File: src/rtl/uart_cmd_responder.sv
// Host UART command engine: decodes write/read/burst frames from the byte
// receiver, runs 8-bit register bus cycles and returns data/acks as bytes.
module uart_cmd_responder #(
  parameter int unsigned RD_LATENCY = 1,
  parameter int unsigned RX_TIMEOUT = 100000,
  parameter logic [7:0]  ACK_BYTE   = 8'h06
) (
  input  logic       CLK,
  input  logic       RESET,
  input  logic [7:0] rx_data,
  input  logic       rx_valid,
  output logic [7:0] tx_data,
  output logic       tx_valid,
  input  logic       tx_ready,
  output logic [7:0] bus_addr,
  output logic [7:0] bus_wdata,
  output logic       bus_we,
  output logic       bus_re,
  input  logic [7:0] bus_rdata,
  output logic       busy,
  output logic       err_overrun,
  output logic       err_timeout
);

  localparam int unsigned TW = $clog2(RX_TIMEOUT + 1);
  localparam int unsigned LW = 2;
  localparam int unsigned CW = 9;

  localparam logic [2:0] OP_WR     = 3'd1;
  localparam logic [2:0] OP_RD     = 3'd2;
  localparam logic [2:0] OP_INCR   = 3'd3;
  localparam logic [2:0] OP_STREAM = 3'd4;

  typedef enum logic [2:0] {
    S_IDLE,
    S_GET_ADDR,
    S_GET_LEN,
    S_GET_DATA,
    S_BUS_WR,
    S_BUS_RD,
    S_WAIT_RD,
    S_SEND
  } state_t;

  state_t          r_state, w_state_nxt;
  logic [2:0]      r_op, w_op_nxt;
  logic [CW-1:0]   r_cnt, w_cnt_nxt;
  logic [LW-1:0]   r_lat, w_lat_nxt;
  logic [TW-1:0]   r_tmo, w_tmo_nxt;
  logic [7:0]      r_tx_data, w_tx_data_nxt;
  logic            r_tx_valid, w_tx_valid_nxt;
  logic [7:0]      r_bus_addr, w_bus_addr_nxt;
  logic [7:0]      r_bus_wdata, w_bus_wdata_nxt;
  logic            r_bus_we, w_bus_we_nxt;
  logic            r_bus_re, w_bus_re_nxt;
  logic            r_busy, w_busy_nxt;
  logic            r_err_overrun, w_err_overrun_nxt;
  logic            r_err_timeout, w_err_timeout_nxt;
  logic            w_expire;
  logic            w_rd_done;
  logic            w_in_bus;

  assign w_expire  = (r_tmo == TW'(RX_TIMEOUT - 1));
  assign w_rd_done = (r_lat == LW'(RD_LATENCY - 1));
  assign w_in_bus  = (r_state == S_BUS_WR) || (r_state == S_BUS_RD) ||
                     (r_state == S_WAIT_RD) || (r_state == S_SEND);

  // State and output registers; reset aborts any command in flight.
  always_ff @(posedge CLK or posedge RESET) begin
    if (RESET) begin
      r_state       <= S_IDLE;
      r_op          <= '0;
      r_cnt         <= '0;
      r_lat         <= '0;
      r_tmo         <= '0;
      r_tx_data     <= '0;
      r_tx_valid    <= 1'b0;
      r_bus_addr    <= '0;
      r_bus_wdata   <= '0;
      r_bus_we      <= 1'b0;
      r_bus_re      <= 1'b0;
      r_busy        <= 1'b0;
      r_err_overrun <= 1'b0;
      r_err_timeout <= 1'b0;
    end else begin
      r_state       <= w_state_nxt;
      r_op          <= w_op_nxt;
      r_cnt         <= w_cnt_nxt;
      r_lat         <= w_lat_nxt;
      r_tmo         <= w_tmo_nxt;
      r_tx_data     <= w_tx_data_nxt;
      r_tx_valid    <= w_tx_valid_nxt;
      r_bus_addr    <= w_bus_addr_nxt;
      r_bus_wdata   <= w_bus_wdata_nxt;
      r_bus_we      <= w_bus_we_nxt;
      r_bus_re      <= w_bus_re_nxt;
      r_busy        <= w_busy_nxt;
      r_err_overrun <= w_err_overrun_nxt;
      r_err_timeout <= w_err_timeout_nxt;
    end
  end

  // Next-state decode; strobes are set on entry so they are high for exactly
  // the one cycle spent in BUS_WR / BUS_RD.
  always_comb begin
    w_state_nxt       = r_state;
    w_op_nxt          = r_op;
    w_cnt_nxt         = r_cnt;
    w_lat_nxt         = r_lat;
    w_tmo_nxt         = r_tmo;
    w_tx_data_nxt     = r_tx_data;
    w_tx_valid_nxt    = r_tx_valid;
    w_bus_addr_nxt    = r_bus_addr;
    w_bus_wdata_nxt   = r_bus_wdata;
    w_bus_we_nxt      = 1'b0;
    w_bus_re_nxt      = 1'b0;
    w_err_overrun_nxt = r_err_overrun;
    w_err_timeout_nxt = r_err_timeout;

    case (r_state)
      S_IDLE: begin
        if (rx_valid && (rx_data >= 8'h01) && (rx_data <= 8'h04)) begin
          w_op_nxt    = rx_data[2:0];
          w_tmo_nxt   = '0;
          w_state_nxt = S_GET_ADDR;
        end
      end

      S_GET_ADDR: begin
        if (rx_valid) begin
          w_tmo_nxt      = '0;
          w_bus_addr_nxt = rx_data;
          if (r_op == OP_WR) begin
            w_state_nxt = S_GET_DATA;
          end else if (r_op == OP_RD) begin
            w_cnt_nxt    = CW'(1);
            w_bus_re_nxt = 1'b1;
            w_state_nxt  = S_BUS_RD;
          end else begin
            w_state_nxt = S_GET_LEN;
          end
        end else if (w_expire) begin
          w_err_timeout_nxt = 1'b1;
          w_state_nxt       = S_IDLE;
        end else begin
          w_tmo_nxt = r_tmo + TW'(1);
        end
      end

      S_GET_LEN: begin
        if (rx_valid) begin
          w_tmo_nxt    = '0;
          w_cnt_nxt    = CW'(rx_data) + CW'(1);
          w_bus_re_nxt = 1'b1;
          w_state_nxt  = S_BUS_RD;
        end else if (w_expire) begin
          w_err_timeout_nxt = 1'b1;
          w_state_nxt       = S_IDLE;
        end else begin
          w_tmo_nxt = r_tmo + TW'(1);
        end
      end

      S_GET_DATA: begin
        if (rx_valid) begin
          w_tmo_nxt       = '0;
          w_bus_wdata_nxt = rx_data;
          w_cnt_nxt       = CW'(1);
          w_bus_we_nxt    = 1'b1;
          w_state_nxt     = S_BUS_WR;
        end else if (w_expire) begin
          w_err_timeout_nxt = 1'b1;
          w_state_nxt       = S_IDLE;
        end else begin
          w_tmo_nxt = r_tmo + TW'(1);
        end
      end

      S_BUS_WR: begin
        w_tx_data_nxt  = ACK_BYTE;
        w_tx_valid_nxt = 1'b1;
        w_state_nxt    = S_SEND;
      end

      S_BUS_RD: begin
        w_lat_nxt   = '0;
        w_state_nxt = S_WAIT_RD;
      end

      S_WAIT_RD: begin
        if (w_rd_done) begin
          w_tx_data_nxt  = bus_rdata;
          w_tx_valid_nxt = 1'b1;
          w_state_nxt    = S_SEND;
        end else begin
          w_lat_nxt = r_lat + LW'(1);
        end
      end

      S_SEND: begin
        // Next read is only issued once this byte has been accepted.
        if (tx_ready) begin
          w_tx_valid_nxt = 1'b0;
          w_cnt_nxt      = r_cnt - CW'(1);
          if (r_cnt == CW'(1)) begin
            w_state_nxt = S_IDLE;
          end else begin
            w_bus_re_nxt = 1'b1;
            if (r_op == OP_INCR) begin
              w_bus_addr_nxt = r_bus_addr + 8'd1;
            end
            w_state_nxt = S_BUS_RD;
          end
        end
      end

      default: w_state_nxt = S_IDLE;
    endcase

    // Bytes arriving while a response is being produced are dropped.
    if (rx_valid && w_in_bus) begin
      w_err_overrun_nxt = 1'b1;
    end

    w_busy_nxt = (w_state_nxt != S_IDLE);
  end

  assign tx_data     = r_tx_data;
  assign tx_valid    = r_tx_valid;
  assign bus_addr    = r_bus_addr;
  assign bus_wdata   = r_bus_wdata;
  assign bus_we      = r_bus_we;
  assign bus_re      = r_bus_re;
  assign busy        = r_busy;
  assign err_overrun = r_err_overrun;
  assign err_timeout = r_err_timeout;

  // OP_STREAM is the fall-through case (address held); named for readability.
  logic w_unused_op;
  assign w_unused_op = (OP_STREAM == 3'd4);

endmodule

File: config.mk
export PLATFORM = sky130hd
export DESIGN_NAME = uart_cmd_responder
export DESIGN_NICKNAME = d
export VERILOG_FILES = /design/src/rtl/uart_cmd_responder.sv
export SDC_FILE = /design/constraint.sdc
export NUM_CORES = 1
export LEC_CHECK = 0
export CAP_MARGIN = 20
export CORE_ASPECT_RATIO = 1.5
export CORE_UTILIZATION = 40
export CTS_CLUSTER_DIAMETER = 60
export DETAILED_ROUTE_END_ITERATION = 10
export SLEW_MARGIN = 10
export SYNTH_ARGS = -nofsm -noshare
export SYNTH_HDL_FRONTEND = slang
export SYNTH_SLANG_ARGS = --single-unit
File: constraint.sdc
create_clock -name CLK -period 4.2 [get_ports CLK]
set_input_delay 0.63 -clock CLK [delete_from_list [all_inputs] [get_ports CLK]]
set_output_delay 0.63 -clock CLK [all_outputs]
set_load 0.005 [all_outputs]
==> flow_summary.yaml, run 1 <==
final_layout:
  drive_above_1_share: 0.0808
  fin_nets: 482
  post-route-util: 0.512
  num_antenna_cells: 0
  area_growth_pct: 23.2
global_route:
  grt_overflow: 0
  grt_start_max_net_pins: 34
  grt_pass1_vias: 3270
  track_usage: 0.215
  antenna_found_initial: 0
  grt_first_pass_wirelength_um: 16000
setup_path:
  cp_slowest_cell: "or4_1"
  cp.buffers_inverters: 2
  reg2reg_slack_ns: 1.48
  critPathTopFamily: "compound AO/OA/AOI/OAI gates"
  ff2ff_path_depth: 4
  path_class: "in2reg"
  r2r-start: "r_state[2]$_DFF_PP0_"
  crit_arrival_ns: 3.40
  start_kind: "primary input"
  endpoint_kind: "flip-flop"
  worstPathCellList: "clkdlybuf4s50_1, inv_1, ha_1, a2111oi_4, a41oi_2, or4_1, a21oi_1"
  crit_start: "rx_data[0]"
  max_stage_delay_ns: 0.66
  crit_fanout: 22
  r2r-end: "r_tmo[9]$_DFFE_PP0P_"
  required_ns: 4.45
synthesis:
  yosysUniqueCellTypes: 56
  synth_top_area_share: 0.432
  yosys-top-cells-area: "dfrtp_1 43%, o21ai_0 6.5%, nand2_1 3.7%, nor2_1 3.1%, ha_1 3.0%"
  synthFlopType: "dfrtp_1"
  syn_area_um2: 3710
  synth_nets: 439
  synth_area_per_cell_um2: 9.05
  synth_seq_cells: 64
  async_flop_share: 1.00
  synth_cells: 410
  yosysMostFrequentCell: "dfrtp_1"
  yosysTopAreaCell: "dfrtp_1"
  synth-seq-area-share: 0.432
  synth_edf_count: 0
  yosysWarnings: 0
  synth_common_cells: "64 x dfrtp_1, 48 x o21ai_0, 37 x nand2_1, 31 x nor2_1, 22 x a21oi_1"
routing:
  wl_um: 9540
  first_pass_iters: 4
  ant_nets: 0
  vias_per_cell: 5.77
  vias: 3280
  drc: 0
  first_iter_violations: 197
  post_drt_wl_per_cell_um: 16.8
pwr:
  power_mw: 2.92
  ir_worst_vdd_mv: 0.290
  leakagePower_nw: 1.90
  power_density_nw_per_um2: 638
worst_hold_path:
  hold_path_class: "reg2reg"
  hold_depth: 1
  min_to: "err_timeout$_DFFE_PP0P_"
  worstHoldStart: "err_timeout$_DFFE_PP0P_"
sta:
  slew_viol_final: 0
  skew_ns: 0.00450
  setup-tns-final_ns: 0
  slew_headroom: 0.389
  setup_viol: 0
  hold_viol_final: 0
  clock.fmax_ghz: 0.317
  worst_pin_slew_ns: 0.916
  setup_ws_ns: 1.05
  min_period_over_period: 0.750
  rsz0062_at_grt: "false"
  post-route-min-period_ns: 3.15
placement:
  portBuffers: 49
  globalplace.congestion: 0.778
  hpwl_um: 6780
  dp_worst_setup_slack_ns: 0.747
cts:
  hold_buffers: 0
  post-cts-setup-buffer-count: 0
  htreeDepth: 3
  clk_path_buf_depth: 2
  ctsResizeCount: 0
  clock-root-buffer: "clkbuf_16"
  cts_sinks: 64
  clk_pin_slew_ns: 0.05
  clk_latency_ns: 0.33
  cts_buffers: 9
  cts_tree: "built"
die:
  chipWidth_um: 80.6
  die-area_um2: 9670
  fp.dieH_um: 120
  start_util: 0.415
  io_pins: 50
  placementRows: 42
  core_um2: 8930
outcome:
  status: "finished, final reports clean"
run:
  cap_violations: 0
==> power breakdown <==
group          internal [mW]  leakage, nW  switching [mW]
logic                  0.537        0.920           0.579
clock network          0.535        0.154           0.260
registers              0.789        0.823           0.219
==> logic make-up after synthesis <==
family	Yosys count	synth area share
adder cells (fa/ha/maj)	9	0.0304
buffers and inverters	36	0.0462
multiplexers	12	0.0351
flip-flops	64	0.432
AO/OA/AOI/OAI	124	0.217
AND/OR/NAND/NOR	157	0.221
XOR/XNOR	8	0.0189
==> how the worst max path moves through the flow <==
stage | depth (start not counted) | end | slack (ns)
floorplan | 8 | r_tmo[11]$_DFFE_PP0P_ | 1.84
global placement | 7 | r_tmo[14]$_DFFE_PP0P_ | 0.84
detailed placement | 7 | r_tmo[3]$_DFFE_PP0P_ | 0.75
CTS | 7 | r_tmo[3]$_DFFE_PP0P_ | 1.07
global route | 7 | r_tmo[9]$_DFFE_PP0P_ | 0.84
finish | 7 | r_tmo[9]$_DFFE_PP0P_ | 1.05
==> layer usage <==
layer  routed length (µm)  up-vias  GRT usage  share of wire
li1                     -     1610          -              -
met1                 4090     1615      0.255           0.43
met2                 5130       51      0.376           0.54
met3                  251        4     0.0426          0.026
met4                   63        0     0.0781         0.0066
met5                    0        -          0              0
==> worst register-to-register path, stage by stage, from the launching register on <==
cell and delay (ns):
dfrtp_1 0.58, nor2b_1 0.60, a41oi_2 0.62, or4_1 0.67, a21oi_1 0.16
==> final cells by class <==
type | instances | area [µm²]
fillers | 835 | 4360
clock inverters | 3 | 65.1
repair buffers | 54 | 528
multi-input cells | 310 | 1940
flip-flops and latches | 64 | 1600
clock buffers | 13 | 250
well taps | 110 | 138
inverters | 14 | 52.6
==> state kept, by name, summed over array words and instances, names as in the netlist, 2 cells and up <==
| signal | cells |
|---|---|
| bus_addr | 8 |
| r_op | 3 |
| r_tmo | 17 |
| r_state | 3 |
| bus_wdata | 8 |
| r_lat | 2 |
| r_cnt | 9 |
| tx_data | 8 |
==> per-stage QoR <==
| stage | cell area [µm²] | instances | hold WS [ns] |
|---|---|---|---|
| 5_1_grt | 4570 | 568 | 0.497 |
| 3_3_place_gp | 4250 | 551 | 0.438 |
| 6_report | 4570 | 568 | 0.462 |
| 3_5_place_dp | 4250 | 551 | 0.443 |
| 2_1_floorplan | 3710 | 410 | 0.451 |
| 4_1_cts | 4560 | 567 | 0.467 |
==> cell usage in the layout (no fill, tap or decap), drive strengths merged, types with 4 or more instances in the layout <==
master / Yosys / layout
dfrtp: 64 / 64
clkdlybuf4s50: 0 / 49
o21ai: 49 / 49
nand2: 37 / 37
nor2: 33 / 33
a21oi: 22 / 22
nand3: 20 / 20
inv: 14 / 14
nor3: 13 / 13
clkbuf: 15 / 13
ha: 9 / 9
and3: 8 / 8
o31ai: 8 / 8
mux2: 8 / 8
or4: 8 / 8
nor3b: 7 / 7
nand4: 7 / 7
a31oi: 6 / 6
nor4: 6 / 6
a22o: 5 / 5
o21bai: 5 / 5
buf: 7 / 5
xor2: 4 / 4
xnor2: 4 / 4
mux2i: 4 / 4
a2bb2oi: 4 / 4
nor2b: 4 / 4
Power figures use the tool's default switching activity.
==> run 2: changes to the inputs <==
Clock period 4.2 ns to 2.5 ns, I/O delays scaled along.
==> run 2 against run 1 <==
Global-route usage is 0.55 points higher. Critical path type unchanged. Count of clock-buffer cells in the layout stayed put. Setup slack worse by 0.90 ns. Final area is 5.7% higher. Largest power group unchanged. Wire length is 4.0% higher. Clock skew is 0.0017 ns lower. Register-to-register slack worse by 1.2 ns. Sequential power is 60% higher.
==> flow_summary.yaml, run 2 (synthesis gave the netlist of run 1 again) <==
outcome:
  status: "finished, final reports clean"
die:
  die-area_um2: 9670
  core_um2: 8930
  chipWidth_um: 80.6
  fp.dieH_um: 120
  start_util: 0.415
  io_pins: 50
  placementRows: 42
final_layout:
  drive_above_1_share: 0.145
  nFillCells: 825
  finalInstanceArea_um2: 4830
  final_cell_mix: "64 x dfrtp_1, 48 x o21ai_0, 48 x clkdlybuf4s50_1, 37 x nand2_1, 35 x buf_4"
  num_antenna_cells: 0
  fin_nets: 514
  regMostFlops: "r_tmo"
  largest_register_ffs: 17
  final_common_cell: "dfrtp_1"
  top_regs: "r_tmo: 17 flops, r_cnt: 9 flops"
  area_growth_pct: 30.2
setup_path:
  max_stage_delay_ns: 0.49
  endpoint_kind: "flip-flop"
  required_ns: 2.75
  start_kind: "primary input"
  worstPathCellList: "clkdlybuf4s50_1, inv_1, ha_1, a2111oi_4, a41oi_2, buf_4, or4_1, a21oi_1"
  crit_arrival_ns: 2.60
  path_class: "in2reg"
  cp_slowest_cell: "or4_1"
  crit_fanout: 10
sta:
  min_period_over_period: 0.940
  setup_viol: 0
  hold_viol_final: 0
  skew_ns: 0.00284
  slew_viol_final: 0
  setup-tns-final_ns: 0
  post-route-min-period_ns: 2.35
  rsz0062_at_grt: "false"
  hold_ws_ns: 0.426
  clock.fmax_ghz: 0.426
  worst_pin_slew_ns: 0.660
  slew_headroom: 0.559
pwr:
  power_density_nw_per_um2: 1040
  leakagePower_nw: 2.06
  ir_worst_vdd_mv: 0.468
  power_mw: 5.02
global_route:
  grt_first_pass_wirelength_um: 16400
  grt_start_max_net_pins: 32
  grt_pass1_vias: 3412
  antenna_found_initial: 0
  grt_overflow: 0
  track_usage: 0.221
cts:
  post-cts-setup-buffer-count: 0
  clock-root-buffer: "clkbuf_16"
  cts_sinks: 64
  hold_buffers: 0
  clk_path_buf_depth: 2
  cts_buffers: 9
  cts_tree: "built"
  ctsResizeCount: 0
  htreeDepth: 3
  clk_pin_slew_ns: 0.05
  clk_latency_ns: 0.33
placement:
  hpwl_um: 7290
  portBuffers: 49
  globalplace.congestion: 0.859
  place_area_um2: 4520
routing:
  vias: 3476
  wl_met2_um: 5370
  post_drt_wl_per_cell_um: 16.5
  drc: 0
  vias_per_cell: 5.79
  route.met3.wl_um: 295
  first_iter_violations: 155
  routed.top_layer: "met4"
  drt-met1-wl_um: 4050
  first_pass_iters: 5
  ant_nets: 0
  wl_um: 9920
run:
  cap_violations: 0
worst_hold_path:
  hold_path_class: "in2async"
-- run 2: path summary, 6_finish.rpt --
kind / start / to / slack (ns) / cells past startpoint
setup / recovery: rx_data[1] / r_tmo[11]$_DFFE_PP0P_ / 0.15 / 8
hold / removal: RESET / bus_addr[0]$_DFFE_PP0P_ / 0.43 / 2
setup reg to reg: r_tmo[1]$_DFFE_PP0P_ / r_tmo[16]$_DFFE_PP0P_ / 0.28 / 6
hold reg to reg: err_overrun$_DFFE_PP0P_ / err_overrun$_DFFE_PP0P_ / 0.45 / 1
max in group asynchronous: RESET / tx_data[0]$_DFFE_PP0P_ / 1.51 / 3
min in group CLK: err_overrun$_DFFE_PP0P_ / err_overrun$_DFFE_PP0P_ / 0.45 / 1
-- run 2: area by class of cell --
type	count	area [µm²]	share of cell area
multi-input cells	310	1940	0.402
repair buffers	86	796	0.165
flip-flops and latches	64	1600	0.332
clock inverters	3	40.0	0.00829
well taps	110	138	0.0285
clock buffers	13	260	0.0539
inverters	14	52.6	0.0109
-- run 2: layer usage --
layer,track usage,up-vias
met4,0.0926,0
li1,-,1672
met5,0,-
met1,0.253,1715
met3,0.0342,13
met2,0.396,76
-- run 2: critical path, delay by kind of cell --
family | cells | cell delay (ns)
adder cells (fa/ha/maj) | 1 | 0.22
AND/OR/NAND/NOR | 1 | 0.49
buffers and inverters | 3 | 0.75
AO/OA/AOI/OAI | 3 | 0.76
-- run 2: power breakdown --
| group | switching [mW] | internal, mW |
|---|---|---|
| Sequential | 0.291 | 1.33 |
| Combinational | 1.09 | 1.05 |
| Clock | 0.442 | 0.823 |
| Total | 1.82 | 3.20 |
-- run 2: per-stage QoR --
step                 util  cells  setup slack (ns)
floorplan               -    410             0.399
global placement    0.506    584            -0.120
detailed placement  0.506    584            -0.216
CTS                 0.540    600             0.107
global route        0.541    600           0.00962
finish              0.541    600             0.151
